### src/rtl/int_arith_pkg.sv
// Shared definitions for the integer arithmetic unit (multiplier and divider).
package int_arith_pkg;

    // Default operand width shared by the multiplier and the divider
    localparam int INT_ARITH_WIDTH = 8;

    // Multiplier control states
    typedef enum logic [1:0] {
        IDLE = 2'd0,
        BUSY = 2'd1,
        DONE = 2'd2
    } mul_state_t;

endpackage

### src/rtl/int_mul_step.sv
// One shift-add multiplication iteration, purely combinational.
// The multiplicand is widened to the full product width so the shifted
// copy never loses bits; the accumulator therefore cannot overflow.
module int_mul_step
    import int_arith_pkg::*;
#(
    parameter int WIDTH = INT_ARITH_WIDTH
) (
    input  logic [2*WIDTH-1:0] acc,
    input  logic [2*WIDTH-1:0] mcand,
    input  logic [WIDTH-1:0]   mplr,
    output logic [2*WIDTH-1:0] acc_nxt,
    output logic [2*WIDTH-1:0] mcand_nxt,
    output logic [WIDTH-1:0]   mplr_nxt
);

    // Add the shifted multiplicand when the current multiplier LSB is set
    always_comb begin
        acc_nxt   = mplr[0] ? (acc + mcand) : acc;
        mcand_nxt = mcand << 1;
        mplr_nxt  = mplr >> 1;
    end

endmodule

### src/rtl/int_multiplier.sv
// Iterative shift-add integer multiplier with valid/ready operand handshake.
// One multiplier bit is consumed per cycle; the operation finishes early as
// soon as the remaining multiplier bits are all zero, and a zero operand
// skips iteration altogether.
// Optional build macro SIGNED_MUL_EN: treat operands as two's complement
// (iterate on magnitudes, negate the result when the signs differ).
module int_multiplier
    import int_arith_pkg::*;
#(
    parameter int WIDTH    = INT_ARITH_WIDTH,
    parameter int LOGWIDTH = $clog2(WIDTH)
) (
    input  logic                 CLK,
    input  logic                 RST_N,
    input  logic                 DataVal,
    output logic                 DataRdy,
    input  logic [WIDTH-1:0]     Multiplicand,
    input  logic [WIDTH-1:0]     Multiplier,
    output logic [2*WIDTH-1:0]   Product,
    output logic                 ResultVal
);

    localparam int PW = 2 * WIDTH;

    mul_state_t          state_q, state_d;
    logic [PW-1:0]       acc_q, acc_d;
    logic [PW-1:0]       mcand_q, mcand_d;
    logic [WIDTH-1:0]    mplr_q, mplr_d;
    logic [LOGWIDTH-1:0] cnt_q, cnt_d;
    logic [PW-1:0]       product_q, product_d;

    logic                accept;
    logic                op_zero;
    logic                last_iter;
    logic [WIDTH-1:0]    mcand_in;
    logic [WIDTH-1:0]    mplr_in;
    logic [PW-1:0]       final_acc;

    logic [PW-1:0]       acc_step;
    logic [PW-1:0]       mcand_step;
    logic [WIDTH-1:0]    mplr_step;

    int_mul_step #(
        .WIDTH (WIDTH)
    ) u_step (
        .acc       (acc_q),
        .mcand     (mcand_q),
        .mplr      (mplr_q),
        .acc_nxt   (acc_step),
        .mcand_nxt (mcand_step),
        .mplr_nxt  (mplr_step)
    );

`ifdef SIGNED_MUL_EN
    logic sign_q, sign_d;

    // Magnitude of a two's complement operand; the most negative value maps
    // onto its unsigned equivalent 2^(WIDTH-1), which still fits.
    function automatic logic [WIDTH-1:0] magnitude(input logic signed [WIDTH-1:0] x);
        return x[WIDTH-1] ? WIDTH'(-x) : WIDTH'(x);
    endfunction

    // Reapply the result sign to an unsigned magnitude product
    function automatic logic [PW-1:0] apply_sign(input logic [PW-1:0] p, input logic neg);
        return neg ? (-p) : p;
    endfunction

    // Operand magnitudes and result sign seen at the accept edge
    always_comb begin
        mcand_in  = magnitude(Multiplicand);
        mplr_in   = magnitude(Multiplier);
        sign_d    = accept ? (Multiplicand[WIDTH-1] ^ Multiplier[WIDTH-1]) : sign_q;
        final_acc = apply_sign(acc_step, sign_q);
    end

    // Result sign register, captured with the operands
    always_ff @(posedge CLK or negedge RST_N) begin
        if (!RST_N) sign_q <= 1'b0;
        else        sign_q <= sign_d;
    end
`else
    // Unsigned operands feed the datapath directly
    always_comb begin
        mcand_in  = Multiplicand;
        mplr_in   = Multiplier;
        final_acc = acc_step;
    end
`endif

    // Handshake and iteration-exit conditions
    always_comb begin
        accept    = DataVal & DataRdy;
        op_zero   = (mcand_in == '0) || (mplr_in == '0);
        last_iter = (mplr_step == '0) || (cnt_q == LOGWIDTH'(WIDTH - 1));
    end

    // State register
    always_ff @(posedge CLK or negedge RST_N) begin
        if (!RST_N) state_q <= IDLE;
        else        state_q <= state_d;
    end

    // Next-state logic; DONE falls back to IDLE unless a new operand pair arrives
    always_comb begin
        state_d = state_q;
        unique case (state_q)
            IDLE, DONE: begin
                if (accept) state_d = op_zero ? DONE : BUSY;
                else        state_d = IDLE;
            end
            BUSY: begin
                if (last_iter) state_d = DONE;
            end
            default: state_d = IDLE;
        endcase
    end

    // FSM outputs
    always_comb begin
        DataRdy   = (state_q == IDLE) || (state_q == DONE);
        ResultVal = (state_q == DONE);
        Product   = product_q;
    end

    // Datapath next values: load on accept, iterate in BUSY, publish on exit
    always_comb begin
        acc_d     = acc_q;
        mcand_d   = mcand_q;
        mplr_d    = mplr_q;
        cnt_d     = cnt_q;
        product_d = product_q;
        if (accept) begin
            acc_d   = '0;
            mcand_d = {{WIDTH{1'b0}}, mcand_in};
            mplr_d  = mplr_in;
            cnt_d   = '0;
            if (op_zero) product_d = '0;
        end else if (state_q == BUSY) begin
            acc_d   = acc_step;
            mcand_d = mcand_step;
            mplr_d  = mplr_step;
            cnt_d   = cnt_q + LOGWIDTH'(1);
            if (last_iter) product_d = final_acc;
        end
    end

    // Datapath registers, all cleared by reset
    always_ff @(posedge CLK or negedge RST_N) begin
        if (!RST_N) begin
            acc_q     <= '0;
            mcand_q   <= '0;
            mplr_q    <= '0;
            cnt_q     <= '0;
            product_q <= '0;
        end else begin
            acc_q     <= acc_d;
            mcand_q   <= mcand_d;
            mplr_q    <= mplr_d;
            cnt_q     <= cnt_d;
            product_q <= product_d;
        end
    end

endmodule

### config.mk
export PLATFORM = sky130hd
export DESIGN_NAME = int_multiplier
export DESIGN_NICKNAME = d
export VERILOG_FILES = /design/src/rtl/int_arith_pkg.sv /design/src/rtl/int_mul_step.sv /design/src/rtl/int_multiplier.sv
export SDC_FILE = /design/constraint.sdc
export NUM_CORES = 1
export LEC_CHECK = 0
export CORE_AREA = 2 2 62 108
export CTS_CLUSTER_DIAMETER = 50
export DETAILED_ROUTE_END_ITERATION = 10
export DIE_AREA = 0 0 64 110
export GPL_TIMING_DRIVEN = 0
export MAX_ROUTING_LAYER = met4
export PLACE_DENSITY = 0.86
export SYNTH_ARGS = -nofsm -noshare
export SYNTH_HDL_FRONTEND = slang
export SYNTH_SLANG_ARGS = --single-unit
### constraint.sdc
create_clock -name CLK -period 3.2 [get_ports CLK]
set_clock_uncertainty 0.15 [all_clocks]
set_input_delay 0.32 -clock CLK [delete_from_list [all_inputs] [get_ports CLK]]
set_output_delay 0.32 -clock CLK [all_outputs]
set_load 0.02 [all_outputs]
# Word level (Yosys, flattened, before mapping)
# Cells that the tools add are included.
# totals
register_bits	61
output_inout_bits	18
word_cells	42
# op_classes
addsub	2
eq_ne	5
mux	17
bitwise	1
reduce_logical	11
# ops
cell	count
$mux 16	9
$logic_not 8->1	3
$add 16x16->16	1
$mux 8	2
$mux 2	3
$mux 3	2
$pmux 2 s2	1
$reduce_bool 2->1	2
$add 3x1->3 const B	1
$eq 3x3->1 const B	1
$logic_or 1x1->1	3
$reduce_and 3->1	1
$eq 2x1->1 const B	1
$eq 2x2->1 const B	1
$logic_not 2->1	1
$ne 2x1->1 const B	1
$ne 2x2->1 const B	1
$reduce_or 2->1	1
$and 1x1->1	1

# Logic depth before layout (Yosys ltp)
# logic_depth
word_depth	5
depth_mapped	9
depth_no_buf	8

# Cells and area by module
# A second synthesis with hierarchy kept.
# hier_totals
cells_unflattened	331
area_unflattened_um2	3558.4
# modules_own_cells
module	n_inst	cells_each	area_per_inst_um2	seq_area_each_um2
int_multiplier	1	191	2471.1	1526.5
int_mul_step	1	140	1087.3	0.0

# Worst setup path after synthesis
# No wires, ideal clock.
# synth_path
path_type	flip-flop to flip-flop
start	register acc_q[0]
end	register acc_q[10]
t_arrival_ns	2.184
setup_slack_ns	0.731
path_stages_with_launch	9
path_buffers	0
synth_period_minus_slack_ns	2.469
path_cell_list	dfrtp_1 > ha_1 > fa_1 > a211oi_1 > o21ai_0 > and2_1 > a311oi_1 > xor2_1 > o21ai_0
# synth_between
elab_chain_cells	4
# synth_lines
item	line	source
start, declared	int_multiplier.sv:26	logic [PW-1:0] acc_q, acc_d;
start signal, assigned	int_multiplier.sv:150	acc_q <= '0;
start signal, assigned	int_multiplier.sv:156	acc_q <= acc_d;
$add 16x16->16	int_mul_step.sv:19	acc_nxt = mplr[0] ? (acc + mcand) : acc;
$mux 16	int_mul_step.sv:19	
$mux 16	int_multiplier.sv:138	end else if (state_q == BUSY) begin
$mux 16	int_multiplier.sv:132	if (accept) begin
# No other way between the ends. The select of a mux whose other input is x is not followed.
# A chain may end at the register's enable or synchronous reset.

# Final worst setup path
# layout_path
start	register acc_q[0]
end	register product_q[10], in the netlist Product[10]
# layout_between
elab_chain_cells	5
# layout_lines
item	line	source
$add 16x16->16	int_mul_step.sv:19	
$mux 16	int_mul_step.sv:19	
$mux 16	int_multiplier.sv:143	if (last_iter) product_d = final_acc;
$mux 16	int_multiplier.sv:138	
$mux 16	int_multiplier.sv:132	
end signal, assigned	int_multiplier.sv:160	product_q <= product_d;
end, declared	int_multiplier.sv:30	logic [PW-1:0] product_q, product_d;
# No other way between the ends. The select of a mux whose other input is x is not followed.

==> summary.txt <==
Global route
  • GRT Resource Usage Total: 29.1%
  • Vias in the first global route: 3151
  • GR Overflow Total: 0
  • Largest net degree at the start of global routing: 36
  • Initial antenna violation count: 0
  • First-pass GRT wire length: 15.1 mm

Job
  • Max cap viols: 0

CTS
  • TritonCTS clock tree: built
  • Number of CTS-inserted buffers: 9
  • H-Tree Level Count: 3
  • Postcts setup bufs: 0
  • Num Clock Sinks: 61
  • Worst skew pair latency: 0.33 ns
  • CTS clock-pin slew for the worst setup and hold paths: 0.07 ns
  • Root Driver: clkbuf_8
  • Clock Tree Buf Depth: 2

Worst setup path
  • Critical Path AT: 2.82 ns
  • CP endpoint kind: flip-flop
  • CP dominant cell by count: o21ai_0
  • R2r setup slk: 0.43 ns
  • Crit-path cells: ha_1, fa_1, a211oi_1, o21ai_0, and2_1, a311oi_1, xor2_1, o21ai_0
  • CP Buf/Inv Count: 0
  • CP startpoint kind: flip-flop
  • Crit-path leading delay family: compound AO/OA/AOI/OAI gates
  • Worst path slowest cell: fa_1
  • Worst-path fanout max: 3
  • Crit path kind: reg2reg
  • Critical path required time: 3.26 ns
  • Max incr delay on CP: 0.43 ns

Logic synthesis
  • Syn Std Cell Area: 0.00345 mm²
  • Count leader, synth: dfrtp_1
  • Area leader, netlist: dfrtp_1
  • Post-synth EDFFs: 0
  • Dominant cells by area after synthesis: dfrtp_1, nand2_1, ha_1, o21ai_0, a22o_1
  • Synth Instances: 364
  • Yosys cell types: 55
  • Register area share after synthesis: 44.2%
  • Syn nets: 401
  • Post-synth top flop: dfrtp_1
  • Async set-or-reset flop fraction in the synthesized netlist: 100%
  • Syn avg cell area: 9.48 µm²
  • Synth Warn #: 0
  • Top-area cell type share of the netlist area: 44.2%
  • Flop and latch count out of synthesis: 61
  • Synth top cells by count: dfrtp_1, nand2_1, o21ai_0

Finish
  • Synth-to-layout area growth: 20.6%
  • Antenna cell count: 0
  • Register area: 0.00153 mm²
  • Fin nets: 450
  • Area of the multi-input gates: 0.00183 mm²
  • Finished Cell Area: 0.00416 mm²
  • Layout cells sized above 1: 7.66%
  • Non-filler cells in the finished layout: 498
  • Fillers: 475

Detailed routing
  • Antenna Nets Post-Route: 0
  • DRC viols: 0
  • Routed wire length per instance: 18.8 µm
  • Via count: 3199
  • Final WL: 9.34 mm
  • Pre-Repair DR Iteration Count: 4
  • Vias per Instance: 6.42
  • DR iter-0 viols: 228

STA
  • Tightest Pin Transition: 0.880 ns
  • Max-slew violations: 0
  • Slew HR: 41.1%
  • Final Cycle Share: 86.5%
  • # setup viols final: 0
  • Max Fclk: 361 MHz
  • Post-route setup slack: 0.432 ns
  • Setup TNS Final: 0 ns
  • RSZ-0062 raised after global routing: false
  • Final Hold Fails: 0
  • Fin crit period: 2.77 ns

Floorplan
  • Die area: 0.00704 mm²
  • Starting density of the core: 56.3%
  • Die height: 110 µm
  • I/O Pins: 37
  • Die W: 64 µm
  • Cell Rows: 38
  • Core area: 0.00613 mm²

Placement
  • Placed insts: 481
  • Routability cong.: 0.949
  • Dpl cell area: 0.00393 mm²
  • DP Worst Slack: 0.401 ns
  • Dpl hpwl: 6.80 mm
  • Number of port buffers: 36

Power
  • Design Power: 4.65 mW
  • Pwr dens: 1120 mW/mm²
  • Worst VDD drop: 661 µV
  • P_leak: 1.87 nW

Run status
  • Status: finished clean

Worst hold path
  • Hold Crit Class: reg2reg
## logic make-up (layout without fill, tap and decap cells)
family          after synthesis  in the layout  synth area share, %
xor+xnor                      9              9                 2.28
fa+ha+maj                    18             18                 6.74
simple gates                128            128                 18.1
buf+inv                      23             77                 2.65
flops                        61             61                 44.2
mux                           7              7                 2.10
compound gates              118            118                 23.9
## layout make-up
type / instances / share of cell area [%]
Buffer: 17 / 1.65
Clock buffer: 12 / 3.73
Multi-Input combinational cell: 280 / 44.0
Inverter: 6 / 0.541
Clock inverter: 4 / 1.68
Sequential cell: 61 / 36.7
Timing Repair Buffer: 38 / 9.26
Tap cell: 80 / 2.41
## per-stage QoR
| stage | util, % | hold WS, ns |
|---|---|---|
| detailed placement | 64.0 | 0.230 |
| global placement | 63.8 | 0.316 |
| floorplan | - | -0.126 |
| global route | 67.8 | 0.372 |
| CTS | 67.8 | 0.350 |
| finish | 67.8 | 0.343 |
## report_power, final
part           switching (mW)  internal, mW  total (mW)
Clock                   0.295         0.479       0.774
Combinational            1.51         0.984        2.49
Sequential              0.280          1.10        1.38
Total                    2.08          2.56        4.65
## placed cells by master (no fill, tap or decap), types with 3 or more instances in the layout
master / count
a211oi_1: 6
a21o_1: 5
a21oi_1: 16
a22o_1: 16
a22oi_1: 15
a31oi_1: 3
a32oi_1: 3
buf_2: 4
clkbuf_1: 13
clkbuf_8: 11
clkdlybuf4s50_1: 35
dfrtp_1: 61
ha_1: 17
inv_1: 6
mux2i_1: 5
nand2_1: 57
nand2b_1: 4
nand3_1: 14
nand4_1: 4
nor2_1: 18
nor2b_1: 4
nor3_1: 6
nor4_1: 8
o21ai_0: 30
o21bai_1: 5
o31ai_1: 3
xnor2_1: 7
## path summary, 6_finish.rpt
path	end	cells after the start	startpoint
hold / removal	Product[15]	2	Product[15]
min in group asynchronous	mcand_q[6]	2	RST_N
setup reg to reg	Product[10]	8	acc_q[0]
hold reg to reg	Product[15]	2	Product[15]
setup / recovery	Product[10]	8	acc_q[0]
max in group asynchronous	mplr_q[1]	3	RST_N
## layer usage
layer	GRT usage (%)	vias to the layer above	part of all wire (%)
met1	31.2	1561	37
met4	19.6	0	6.2
met2	49.0	144	52
li1	-	1448	-
met3	4.97	46	4.8
met5	-	-	0
## state kept, by name (all words and copies together), names as in the netlist
register,cells
Product,16
acc_q,16
mcand_q,16
mplr_q,8
cnt_q,3
state_q,2
## what timing repair did
item                      4_1_cts  5_1_grt
gates resized for setup         0        0
hold buffers                    1        0
hold endpoints to repair       26        0
## worst register-to-register path: stages (launching register included)
cell and delay, ns:
dfrtp_1 0.39, ha_1 0.24, fa_1 0.43, a211oi_1 0.34, o21ai_0 0.21, and2_1 0.23
a311oi_1 0.32, xor2_1 0.21, o21ai_0 0.10
Power figures use the tool's default switching activity.
